File: config.mk
export PLATFORM = sky130hd
export DESIGN_NAME = edge_event_arbiter
export DESIGN_NICKNAME = d
export VERILOG_FILES = /design/src/rtl/edge_event_arbiter.sv
export SDC_FILE = /design/constraint.sdc
export NUM_CORES = 1
export LEC_CHECK = 0
export ABC_AREA = 1
export BUFFER_PORTS_ARGS = -buffer_cell sky130_fd_sc_hd__buf_2
export CAP_MARGIN = 20
export CORE_MARGIN = 3
export CORE_UTILIZATION = 52
export DETAILED_ROUTE_END_ITERATION = 10
export PLACE_DENSITY = 0.81
export SETUP_SLACK_MARGIN = 0.3
export SLEW_MARGIN = 40
export SYNTH_ARGS = -nofsm -noshare
export SYNTH_HDL_FRONTEND = slang
export SYNTH_SLANG_ARGS = --single-unit
File: constraint.sdc
create_clock -name I_clk -period 2.2 [get_ports I_clk]
set_input_delay 0.44 -clock I_clk [delete_from_list [all_inputs] [get_ports I_clk]]
set_output_delay 0.44 -clock I_clk [all_outputs]
set_load 0.05 [all_outputs]
File: src/rtl/edge_event_arbiter.sv
// Falling-edge event detector with a round-robin grant and a valid/ready handshake.
// Optional sticky per-channel overflow tracking is compiled in with EDGE_EVT_OVERFLOW_EN.
module edge_event_arbiter #(
    parameter int unsigned NUM_CH = 4,
    parameter int unsigned CH_W   = $clog2(NUM_CH)
) (
    input  logic              I_clk,
    input  logic              I_rst_n,
    input  logic [NUM_CH-1:0] I_sig,
    input  logic [NUM_CH-1:0] I_chEn,
    input  logic              I_evtRdy,
    output logic              O_evtVld,
    output logic [CH_W-1:0]   O_evtCh,
    output logic [NUM_CH-1:0] O_pend,
    output logic              O_busy,
    input  logic              I_ovflClr,
    output logic [NUM_CH-1:0] O_ovfl
);

    typedef enum logic {
        IDLE  = 1'b0,
        GRANT = 1'b1
    } state_t;

    state_t            state;
    logic [NUM_CH-1:0] lst;
    logic [NUM_CH-1:0] pend;
    logic [CH_W-1:0]   rr_ptr;
    logic [CH_W-1:0]   evt_ch;

    logic              handshake_c;
    logic [NUM_CH-1:0] set_c;
    logic [NUM_CH-1:0] clr_c;
    logic [NUM_CH-1:0] granted_c;
    logic [NUM_CH-1:0] pend_nxt_c;
    logic [NUM_CH-1:0] elig_c;
    logic              hi_found_c;
    logic              lo_found_c;
    logic [CH_W-1:0]   hi_ch_c;
    logic [CH_W-1:0]   lo_ch_c;
    logic [CH_W-1:0]   sel_ch_c;
    logic [CH_W-1:0]   rr_nxt_c;

    assign handshake_c = (state == GRANT) && I_evtRdy;

    // Pending update: a new edge wins over handshake or mask clear in the same cycle.
    always_comb begin
        set_c     = lst & ~I_sig & I_chEn;
        clr_c     = '0;
        granted_c = '0;
        for (int unsigned i = 0; i < NUM_CH; i++) begin
            granted_c[i] = (state == GRANT) && (evt_ch == CH_W'(i));
            clr_c[i]     = (handshake_c && granted_c[i]) || (!I_chEn[i] && !granted_c[i]);
        end
        pend_nxt_c = set_c | (pend & ~clr_c);
    end

    // Round-robin pick: lowest eligible index at/after rr_ptr, else lowest overall (wrap).
    always_comb begin
        elig_c     = pend & I_chEn;
        hi_found_c = 1'b0;
        lo_found_c = 1'b0;
        hi_ch_c    = '0;
        lo_ch_c    = '0;
        for (int unsigned i = 0; i < NUM_CH; i++) begin
            if (elig_c[i] && (CH_W'(i) >= rr_ptr) && !hi_found_c) begin
                hi_found_c = 1'b1;
                hi_ch_c    = CH_W'(i);
            end
            if (elig_c[i] && !lo_found_c) begin
                lo_found_c = 1'b1;
                lo_ch_c    = CH_W'(i);
            end
        end
        sel_ch_c = hi_found_c ? hi_ch_c : lo_ch_c;
        rr_nxt_c = (evt_ch == CH_W'(NUM_CH - 1)) ? '0 : evt_ch + CH_W'(1);
    end

    always_ff @(posedge I_clk or negedge I_rst_n) begin
        if (!I_rst_n) begin
            state  <= IDLE;
            lst    <= '0;
            pend   <= '0;
            rr_ptr <= '0;
            evt_ch <= '0;
        end else begin
            lst  <= I_sig;
            pend <= pend_nxt_c;
            case (state)
                IDLE: begin
                    if (lo_found_c) begin
                        state  <= GRANT;
                        evt_ch <= sel_ch_c;
                    end
                end
                GRANT: begin
                    if (I_evtRdy) begin
                        state  <= IDLE;
                        rr_ptr <= rr_nxt_c;
                    end
                end
            endcase
        end
    end

    assign O_evtVld = (state == GRANT);
    assign O_busy   = (state != IDLE);
    assign O_evtCh  = evt_ch;
    assign O_pend   = pend;

`ifdef EDGE_EVT_OVERFLOW_EN
    logic [NUM_CH-1:0] ovfl;

    // An edge landing on a still-pending, not-being-cleared channel is an overflow.
    always_ff @(posedge I_clk or negedge I_rst_n) begin
        if (!I_rst_n) begin
            ovfl <= '0;
        end else begin
            ovfl <= (set_c & pend & ~clr_c) | (ovfl & ~{NUM_CH{I_ovflClr}});
        end
    end

    assign O_ovfl = ovfl;
`else
    logic unused_ovfl_clr;
    assign unused_ovfl_clr = I_ovflClr;
    assign O_ovfl          = '0;
`endif

endmodule
# Yosys cells after proc, flatten, opt, wreduce, memory -nomap -nowiden
# Cells that the tools add are included.
[op_classes]
addsub = 1
n_lt_le_gt_ge = 4
eq_ne = 3
muxes = 19
n_bitwise = 8
n_reduce_logical = 44
[ops]
columns = ["cell", "n"]
rows = [
  ["$logic_and 1x1->1", 23],
  ["$and 4x4->4", 4],
  ["$logic_not 1->1", 14],
  ["$mux 1", 12],
  ["$mux 2", 6],
  ["$not 4->4", 2],
  ["$eq 2x2->1 const B", 2],
  ["$ge 1x2->1 const A", 2],
  ["$ge 2x2->1 const A", 2],
  ["$logic_or 1x1->1", 4],
  ["$or 4x4->4", 1],
  ["$reduce_and 2->1", 2],
  ["$add 2x1->2 const B", 1],
  ["$eq 2x1->1 const B", 1],
  ["$logic_not 2->1", 1],
  ["$pmux 1 s2", 1],
  ["$not 1->1", 1],
]
[word_totals]
regBits = 13
input_bits = 12
out_inout_bits = 12
word_cells = 84

# Depth between registers and ports, before layout
[depth]
depth_word = 13
ltp_mapped = 8

# Least setup slack after synthesis
# Ideal clock, no wire load.
[synth_timing]
kind = "register to register"
start = "register evt_ch[0], in the netlist O_evtCh[0]"
end = "register pend[2], in the netlist O_pend[2]"
arrival_time_ns = 1.237
slack_ns = 0.836
stages_incl_launch_ff = 5
n_path_buf = 0
synth_period_minus_slack_ns = 1.364
path_cell_list = "dfrtp_1 inv_1 ha_1 a21oi_1 o21ai_0"
[synth_via]
elab_chain_len = 8
elab_cells_between_ends = 9
[synth_rtl]
columns = ["element", "line_no", "text"]
rows = [
  ["start: declaration", "29", "logic [CH_W-1:0] evt_ch;"],
  ["start signal: assignment", "93", "evt_ch <= sel_ch_c;"],
  ["$eq 2x2->1 *", "52", "granted_c[i] = (state == GRANT) && (evt_ch == CH_W'(i));"],
  ["$logic_and 1x1->1 *", "52", ""],
  ["$logic_not 1->1", "53", "clr_c[i] = (handshake_c && granted_c[i]) || (!I_chEn[i] && !granted_c[i]);"],
  ["$logic_and 1x1->1", "53", ""],
  ["$logic_or 1x1->1 *", "53", ""],
  ["$not 4->4 *", "55", "pend_nxt_c = set_c | (pend & ~clr_c);"],
  ["$and 4x4->4 *", "55", ""],
  ["$or 4x4->4 *", "55", ""],
  ["via pend_nxt_c[2]", "35", "logic [NUM_CH-1:0] pend_nxt_c;"],
  ["end signal: assignment", "88", "pend <= pend_nxt_c;"],
  ["end: declaration", "27", "logic [NUM_CH-1:0] pend;"],
]
# The timed path passes the listed nets; every way through them passes the cells marked *.
# A chain may end at the register's enable or synchronous reset.

# Worst setup path in the final report
[layout_timing]
start = "register state, in the netlist O_busy"
end = "output port O_evtVld"
[layout_lines]
columns = ["element", "line_no", "text"]
rows = [
  ["start: declaration", "25", "state_t state;"],
  ["start signal: assignment", "81", "state <= IDLE;"],
  ["start signal: assignment", "92", "state <= GRANT;"],
  ["start signal: assignment", "98", "state <= IDLE;"],
  ["end: declaration", "12", "output logic O_evtVld,"],
]
# No word-level cell between the ends.

==> flow_summary.toml <==
[power_and_ir_drop]
power_density_mw_per_mm2 = 1130
p_clk_share_pct = 15.9
p_sw_mw = 0.4751
swShare_pct = 49.87
p_int_mw = 0.4775
leakage_nw = 0.4615
power.total_mw = 0.9526
p_comb_share_pct = 46.5
ir_worst_vdd_mv = 0.5848
seq_power_share_pct = 37.6

[worst_setup_path]
crit_type = "register to output port"
path_cells = "buf_2"
r2r_cells = 4
worst_path_max_delay_cell = "dfrtp_1"
critical-path-top-delay-family = "flip-flops"
reg2reg_slack_ns = 1.08
cp_data_arrival_time_ns = 1.18
path_buf_inv = 1
slowest_delay_ns = 0.56
reg2reg_to = "rr_ptr[1]$_DFFE_PN0P_"
start_kind = "register"
crit_fanout = 11
r2r_start = "O_evtCh[0]$_DFFE_PN0P_"
cp.required_ns = 1.76
cp-end-kind = "output port"

[global_route]
grt_max_degree = 14
grt_overflow = 0
grt_first_pass_wirelength_um = 2428
grtUsageTotal_pct = 17.09
grt_antenna_before_repair = 0
grt_pass1_vias = 605

[yosys]
ys_warn_count = 0
synth-seq-cells = 13
synth_area_sq_um = 744.5
synth_cell_types = 18
synth.avg_cell_area_sq_um = 8.181
syn-instance-count = 91
seq_area_frac_synth_pct = 43.70

[cells_and_area]
final_area_sq_um = 843.3
utilization_pct = 64.01
multi_input_area_sq_um = 332.8
fillCellCount = 115
final_cell_mix = "nand2_1, buf_2, dfrtp_1"
syn_to_final_growth_pct = 13.28
drive_gt1_share_pct = 29.09
n_antenna_cell = 0
mostFrequentLayoutCell = "nand2_1"
fin_nets = 127
regArea_sq_um = 325.3

[detailed_routing]
drt_first_pass_iters = 4
drtIter0Drc = 8
avgViaCountPerCell = 4.848
drc = 0
routed_wl_um = 1386
avgRoutedWirePerCell_um = 11.09
ant_nets = 0
num_vias = 606

[run]
maxCapViolations = 0

[timing]
clock_skew_ns = 0.005038
rsz0062_at_grt = "no"
period_share_pct = 73.65
finalHoldViolations = 0
tns_ns = 0
fin_crit_ns = 1.620
slew_viol_final = 0
setup_viol = 0
max_freq_ghz = 0.6172
holdWs_ns = 0.02261

[clocking]
clk_path_buf_depth = 2
cts_buffers = 3
cts_tree = "yes"
post-cts-setup-buffer-count = 0
clock-sinks = 13
holdBufCountCts = 0
htree_num_levels = 1
insertion_delay_ns = 0.28
cts-resized-gates = 0
clkTransAtPathRegs_ns = 0.08
clock-root-buffer = "clkbuf_4"

[hold_path]
hp-class = "primary input to asynchronous set/reset pin"

[die]
die_area_sq_mm = 0.001922
initial_core_util_pct = 56.51
die_w_um = 43.84
ios = 24
die_h_um = 43.84
core_sq_mm = 0.001318
num_rows = 13

[place]
place_hpwl_um = 1111
gp_congestion = 0.8889
placed_cell_area_sq_um = 815.8
port_buffers = 18

[outcome]
status = "finished clean"
power groups by stage:
stage / clock, mW / sequential [mW] / combinational [mW]
after detailed placement: 0 / 0.364 / 0.446
final: 0.151 / 0.358 / 0.443
after CTS: 0.156 / 0.359 / 0.447
after global routing: 0.166 / 0.372 / 0.485
after floorplan: 0 / 0.459 / 0.279
after global placement: 0 / 0.362 / 0.437
layout make-up:
type	instances	area share (%)
clock buffer	3	2.671
inverter	13	5.786
tap	15	2.226
clock inverter	1	0.5935
sequential	13	38.58
multi-input combinational	62	39.47
timing repair buffer	18	10.68
cell usage after synthesis:
cell      instances  area (sq um)
a21oi_1           5         25.02
o21ai_0           6         30.03
nor3_2            1         10.01
buf_6             1         11.26
nand2_1          23         86.33
buf_4             5         37.54
conb_1            1         3.750
nand3b_1          4         30.03
ha_1              4         50.05
o21ai_1           1         5.000
nand3_2           1         10.01
nor2_1            3         11.26
nand3_1           4         20.02
o21ai_2           1         8.760
inv_2             2         7.510
inv_1            11         41.29
dfrtp_1          13         325.3
nand2_2           5         31.28
kinds of logic (layout without fill, tap and decap cells):
logic type / Yosys count / after routing / synth area share [%]
compound gates: 13 / 13 / 9.243
fa+ha+maj: 4 / 4 / 6.723
buf+inv: 19 / 35 / 13.11
flops: 13 / 13 / 43.70
other cells: 1 / 4 / 0.5037
simple gates: 41 / 41 / 26.72
registers in the layout, summed over array words and instances (netlist names):
name,cells
rr_ptr,2
lst,4
O_pend,4
O_evtCh,2
O_busy,1
worst max-delay path by stage:
| stage | startpoint | to | slack, ns | cells past startpoint |
|---|---|---|---|---|
| 3_3_place_gp | O_busy$_DFF_PN0_ | O_busy | 0.90 | 1 |
| 2_1_floorplan | O_evtCh[0]$_DFFE_PN0P_ | O_pend[2]$_DFF_PN0_ | 0.84 | 4 |
| 6_report | O_busy$_DFF_PN0_ | O_evtVld | 0.58 | 1 |
| 4_1_cts | O_busy$_DFF_PN0_ | O_evtVld | 0.57 | 1 |
| 5_1_grt | O_busy$_DFF_PN0_ | O_evtVld | 0.50 | 1 |
| 3_5_place_dp | O_busy$_DFF_PN0_ | O_evtVld | 0.89 | 1 |
routing by layer:
| metal | GRT usage [%] | vias up | wire (um) | part of all wire [%] |
|---|---|---|---|---|
| li1 | - | 313 | - | - |
| met1 | 20.57 | 269 | 597 | 43 |
| met2 | 29.07 | 21 | 664 | 48 |
| met3 | 4.979 | 3 | 103 | 7.4 |
| met4 | 5.422 | 0 | 21 | 1.5 |
| met5 | 0 | - | 0 | 0 |
per-stage QoR:
stage / setup slack (ns) / instances
after detailed placement: 0.8942 / 121
after CTS: 0.5748 / 125
after global routing: 0.5048 / 125
after global placement: 0.9004 / 121
after floorplan: 0.8365 / 94
final: 0.5798 / 125
Power figures use the tool's default switching activity.
